$ cat src/rtl/scan_xfer_buffer.sv
// Shared transfer FIFO arbitrated between two scanners with a one-cycle flush state.
// Optional 7-segment status outputs are enabled with `define SCAN_XFER_BUFFER_HEX_EN.
module scan_xfer_buffer #(
    parameter int DEPTH = 8,
    parameter int WIDTH = 8
) (
    input  logic             clk,
    input  logic             reset,
    input  logic             req_a,
    input  logic             req_b,
    input  logic             valid_a,
    input  logic             valid_b,
    input  logic [WIDTH-1:0] data_a,
    input  logic [WIDTH-1:0] data_b,
    input  logic             flush,
    input  logic             rd_en,
    output logic             grant_a,
    output logic             grant_b,
    output logic [WIDTH-1:0] rd_data,
    output logic             rd_valid,
    output logic [3:0]       level,
    output logic             full,
    output logic             empty,
`ifdef SCAN_XFER_BUFFER_HEX_EN
    output logic [6:0]       state_hex,
    output logic [6:0]       level_hex,
`endif
    output logic             overflow
);

    localparam int PW = (DEPTH > 1) ? $clog2(DEPTH) : 1;
    localparam logic [PW-1:0] LAST_PTR = PW'(DEPTH - 1);
    localparam logic [3:0] DEPTH_L = 4'(DEPTH);

    typedef enum logic [1:0] {IDLE, GRANT_A, GRANT_B, FLUSH} state_t;

    state_t state, next_state;
    logic last_b;

    logic [WIDTH-1:0] mem [DEPTH];
    logic [PW-1:0] wr_ptr, rd_ptr;
    logic wr_req, clearing, wr_ok, wr_drop, pop;
    logic [WIDTH-1:0] wr_word;

    // last_b remembers who was served most recently so ties alternate
    always_ff @(posedge clk) begin
        if (reset) begin
            state  <= IDLE;
            last_b <= 1'b1;
        end else begin
            state <= next_state;
            if (state == IDLE && next_state == GRANT_A)
                last_b <= 1'b0;
            else if (state == IDLE && next_state == GRANT_B)
                last_b <= 1'b1;
        end
    end

    always_comb begin
        next_state = state;
        case (state)
            IDLE: begin
                if (flush)
                    next_state = FLUSH;
                else if (req_a && req_b)
                    next_state = last_b ? GRANT_A : GRANT_B;
                else if (req_a)
                    next_state = GRANT_A;
                else if (req_b)
                    next_state = GRANT_B;
            end
            GRANT_A: begin
                if (flush)
                    next_state = FLUSH;
                else if (!req_a)
                    next_state = IDLE;
            end
            GRANT_B: begin
                if (flush)
                    next_state = FLUSH;
                else if (!req_b)
                    next_state = IDLE;
            end
            FLUSH:   next_state = IDLE;
            default: next_state = IDLE;
        endcase
    end

    always_comb begin
        grant_a = (state == GRANT_A);
        grant_b = (state == GRANT_B);
`ifdef SCAN_XFER_BUFFER_HEX_EN
        state_hex = 7'b0111111;
        case (state)
            GRANT_A: state_hex = 7'b0001000;
            GRANT_B: state_hex = 7'b0000011;
            FLUSH:   state_hex = 7'b0001110;
            default: state_hex = 7'b0111111;
        endcase
        level_hex = 7'b1000000;
        case (level)
            4'h0: level_hex = 7'b1000000;
            4'h1: level_hex = 7'b1111001;
            4'h2: level_hex = 7'b0100100;
            4'h3: level_hex = 7'b0110000;
            4'h4: level_hex = 7'b0011001;
            4'h5: level_hex = 7'b0010010;
            4'h6: level_hex = 7'b0000010;
            4'h7: level_hex = 7'b1111000;
            4'h8: level_hex = 7'b0000000;
            4'h9: level_hex = 7'b0010000;
            4'hA: level_hex = 7'b0001000;
            4'hB: level_hex = 7'b0000011;
            4'hC: level_hex = 7'b1000110;
            4'hD: level_hex = 7'b0100001;
            4'hE: level_hex = 7'b0000110;
            default: level_hex = 7'b0001110;
        endcase
`endif
    end

    // Only the granted scanner can write; a flush request or the flush state blocks all traffic
    assign wr_req   = (state == GRANT_A && valid_a) || (state == GRANT_B && valid_b);
    assign wr_word  = (state == GRANT_B) ? data_b : data_a;
    assign clearing = flush || (state == FLUSH);
    assign wr_ok    = wr_req && !clearing && (level != DEPTH_L);
    assign wr_drop  = wr_req && !clearing && (level == DEPTH_L);
    assign pop      = rd_en && !clearing && (level != 4'd0);

    assign full  = (level == DEPTH_L);
    assign empty = (level == 4'd0);

    always_ff @(posedge clk) begin
        if (wr_ok && !reset)
            mem[wr_ptr] <= wr_word;
    end

    always_ff @(posedge clk) begin
        if (reset) begin
            wr_ptr   <= '0;
            rd_ptr   <= '0;
            level    <= 4'd0;
            overflow <= 1'b0;
            rd_valid <= 1'b0;
            rd_data  <= '0;
        end else if (clearing) begin
            wr_ptr   <= '0;
            rd_ptr   <= '0;
            level    <= 4'd0;
            overflow <= 1'b0;
            rd_valid <= 1'b0;
        end else begin
            rd_valid <= pop;
            if (pop) begin
                rd_data <= mem[rd_ptr];
                rd_ptr  <= (rd_ptr == LAST_PTR) ? '0 : rd_ptr + 1'b1;
            end
            if (wr_ok)
                wr_ptr <= (wr_ptr == LAST_PTR) ? '0 : wr_ptr + 1'b1;
            if (wr_drop)
                overflow <= 1'b1;
            case ({wr_ok, pop})
                2'b10:   level <= level + 4'd1;
                2'b01:   level <= level - 4'd1;
                default: level <= level;
            endcase
        end
    end

endmodule

$ cat config.mk
export PLATFORM = sky130hd
export DESIGN_NAME = scan_xfer_buffer
export DESIGN_NICKNAME = d
export VERILOG_FILES = /design/src/rtl/scan_xfer_buffer.sv
export SDC_FILE = /design/constraint.sdc
export NUM_CORES = 1
export LEC_CHECK = 0
export CORE_MARGIN = 5
export CORE_UTILIZATION = 55
export CTS_BUF_LIST = sky130_fd_sc_hd__clkbuf_4
export DETAILED_ROUTE_END_ITERATION = 10
export GPL_TIMING_DRIVEN = 0
export PLACE_DENSITY = 0.77
export SLEW_MARGIN = 20
export SYNTH_ARGS = -nofsm -noshare
export SYNTH_HDL_FRONTEND = slang
export SYNTH_SLANG_ARGS = --single-unit
export TNS_END_PERCENT = 20
$ cat constraint.sdc
create_clock -name clk -period 7.6 [get_ports clk]
set_clock_uncertainty 0.2 [all_clocks]
set_input_delay 1.14 -clock clk [delete_from_list [all_inputs] [get_ports clk]]
set_output_delay 1.14 -clock clk [all_outputs]
set_load 0.005 [all_outputs]
==> run metrics, run 1 <==
Static Leak 1.49 nW; register area share after synthesis 0.644; total power 0.905 mW; Max Cap Viol 0; Die H roughly 92 µm; die area approximately 8500 µm²; number of synthesized register bits a little under 90; Initial Util 0.573; startpoint types primary input; outcome finished, final reports clean; initial DRC count 155; crit-path most repeated cell a21oi_1; setup violators final 0; Post-CTS Hold Buffers 0; maximum clock frequency 274 MHz; CTS tree built; initial antenna violation count 0; CP peak stage delay 570 ps; share of cells above drive strength 1 0.245; fillers 451; pin count of the biggest net entering global routing 16; clk_lat worst skew between 400 and 500 ps; Total Routing Usage GR 0.190; critical path type in -> reg; post_cts resized 0; synth warn 0; grt total ovfl 0; Worst-Margin Slew 966 ps; crit path max fanout 11; clock buffer depth 2; Layout Nets 320; CTS clk-pin slew, worst paths around 140 ps; drt first pass iters 4; total wire length 7.33 mm; crit path buf inv count 2; worst-case reg-to-reg path depth 10; core area ~6500 µm²; total CTS buffers 9; H-tree depth 3; ANT cells 0; ANT nets after route 0; IO Count between 40 and 50; Horiz. Die Dim 92.0 µm; Root Driver clkbuf_4; Yosys cell types 42; Crit path max-delay family buffers and inverters; endpoints failing hold 0; CTS Sinks 87; RSZ-0062 raised after global routing false; CP cell instances clkdlybuf4s50_1 -> a21oi_1 -> and2_4 -> buf_6 -> ha_1 -> xor2_1 -> ha_1 -> a21oi_1 -> xor2_1 -> or3_1 -> a21oi_1; CP arrival between 3000 and 4000 ps; Critical Path RT 7770 ps; Worst IR Drop VDD about 150 µV; cell taking the most area after synthesis edfxtp_1; Mapped Avg Cell Area 15.7 µm²; Tcrit/Tclk final 0.480; Worst path slowest cell clkdlybuf4s50_1; # DRC 0; Min-Delay Path Class reg -> reg; sum of negative setup slack 0 ps; normalized max-slew margin 0.354; post-synth net total 266; PD cells 204 nW/µm²; leading post-synthesis cells by cell area edfxtp_1 52%, dfxtp_1 12%, mux4_2 9.7%; Tmin final 3640 ps; via-per-instance ratio 5.82; vias approximately 2200; share of the synthesized area in the top cell type 0.519; CP Depth 11; PortBufs 40; DR WL/cell approximately 20 µm; Final Max Tran Viols 0; Mapped Area 3700 µm²; Gate Count Post-Synth 235; Post-CTS Setup Inserts 0; hold-critical path depth 2; vias in the first global route 2182; first-pass GRT wire length 11.9 mm; dpl hpwl 4.87 mm; hold slack 292 ps; RePlAce Congestion between 0.7 and 0.8; Site Rows 29; Area Overhead vs Synth 20.0%; CP Capture Type flop
sequential cells by signal, indices dropped and copies added, names as in the netlist:
| register | flops |
|---|---|
| mem | 64 |
| rd_data | 8 |
| level | 4 |
| rd_ptr | 3 |
| wr_ptr | 3 |
| state | 2 |
| last_b | 1 |
| overflow | 1 |
| rd_valid | 1 |
metrics by stage:
| step | instance area (µm²) | instances | setup WS [ps] | utilization |
|---|---|---|---|---|
| finish | 4440 | 371 | 3960 | 0.688 |
| global route | 4440 | 371 | 3740 | 0.688 |
| CTS | 4440 | 371 | 3960 | 0.688 |
| detailed placement | 4250 | 355 | 3500 | 0.658 |
| global placement | 4200 | 352 | 3520 | 0.650 |
| floorplan | 3700 | 235 | 4420 | - |
cells in the mapped netlist, drive strengths merged:
master / n
dfxtp: 23
mux4: 16
nor4: 2
xor2: 3
buf: 7
clkbuf: 2
and2b: 1
nand3: 3
nand2b: 5
or3: 1
a21boi: 1
and2: 1
ha: 7
a31oi: 1
nor2: 23
nor4b: 2
nor3b: 1
a21oi: 8
a32o: 1
nor3: 13
o41a: 1
nand2: 8
mux2i: 3
inv: 2
mux2: 8
nor2b: 3
edfxtp: 64
o211a: 1
a211oi: 2
o21ai: 5
o22ai: 11
nand3b: 5
or2: 1
cell type report:
type / instances / area, µm² / share of cell area
inverter: 2 / 7.51 / 0.00169
tap: 77 / 96.3 / 0.0217
multi-input combinational: 137 / 1280 / 0.287
clock inverter: 5 / 106 / 0.0239
sequential: 87 / 2380 / 0.536
buffer: 9 / 67.6 / 0.0152
timing repair buffer: 43 / 423 / 0.0952
clock buffer: 11 / 82.6 / 0.0186
routing by layer:
metal,vias to the layer above,GRT usage,wire length (µm)
met5,-,0,0
met4,0,0.0594,97
met3,9,0.0450,445
met2,69,0.300,3600
met1,1054,0.263,3190
li1,1028,-,-
cell usage in the layout (no fill, tap or decap), types with 5 or more instances in the layout:
cell / synthesis / layout
nand2_1: 8 / 8
mux4_2: 16 / 16
clkbuf_4: 0 / 11
mux2_2: 8 / 8
nand2b_1: 5 / 5
dfxtp_1: 23 / 23
nor2_1: 23 / 23
a21oi_1: 8 / 8
ha_1: 7 / 7
nor3_2: 8 / 11
o22ai_1: 11 / 11
edfxtp_1: 64 / 64
clkdlybuf4s50_1: 0 / 40
final timing paths:
| kind | endpoint | slack (ps) | start |
|---|---|---|---|
| max | level[2] | 3960 | flush |
| min reg2reg | overflow | 290 | overflow |
| min | overflow | 290 | overflow |
| max reg2reg | level[2] | 4760 | state[1] |
worst reg2reg max path: cells and delay by family (launching register included):
| kind | cells | cell delay [ps] |
|---|---|---|
| flip-flops | 1 | 540 |
| AO/OA/AOI/OAI | 3 | 690 |
| buffers and inverters | 1 | 180 |
| AND/OR/NAND/NOR | 2 | 420 |
| adder cells (fa/ha/maj) | 2 | 490 |
| XOR/XNOR | 2 | 250 |
power by group:
part | leakage [nW] | switching, mW | internal, mW
sequential | 0.762 | 0.00416 | 0.516
combinational | 0.625 | 0.0256 | 0.0267
clock | 0.103 | 0.156 | 0.176
total | 1.49 | 0.186 | 0.719
cell families after synthesis:
family	share of synthesized area
simple gates	0.120
xor+xnor	0.00710
mux	0.130
compound gates	0.0558
buf+inv	0.0203
flops	0.644
fa+ha+maj	0.0237
Power figures use the tool's default switching activity.
==> run 2, diff against run 1 <==
- clock period: 7.6 -> 3.51 ns (I/O delays scaled with it)
==> results of run 2 <==
Same layout as run 1 (identical final DEF). Status: finished, final reports clean.
Among the figures that moved: setup slack after placement 3500 ps -> 26.1 ps; setup slack after layout 3960 ps -> 479 ps; register-to-register setup slack 4760 ps -> 670 ps; total power 0.905 mW -> 1.96 mW; worst IR drop on VDD 148 µV -> 320 µV
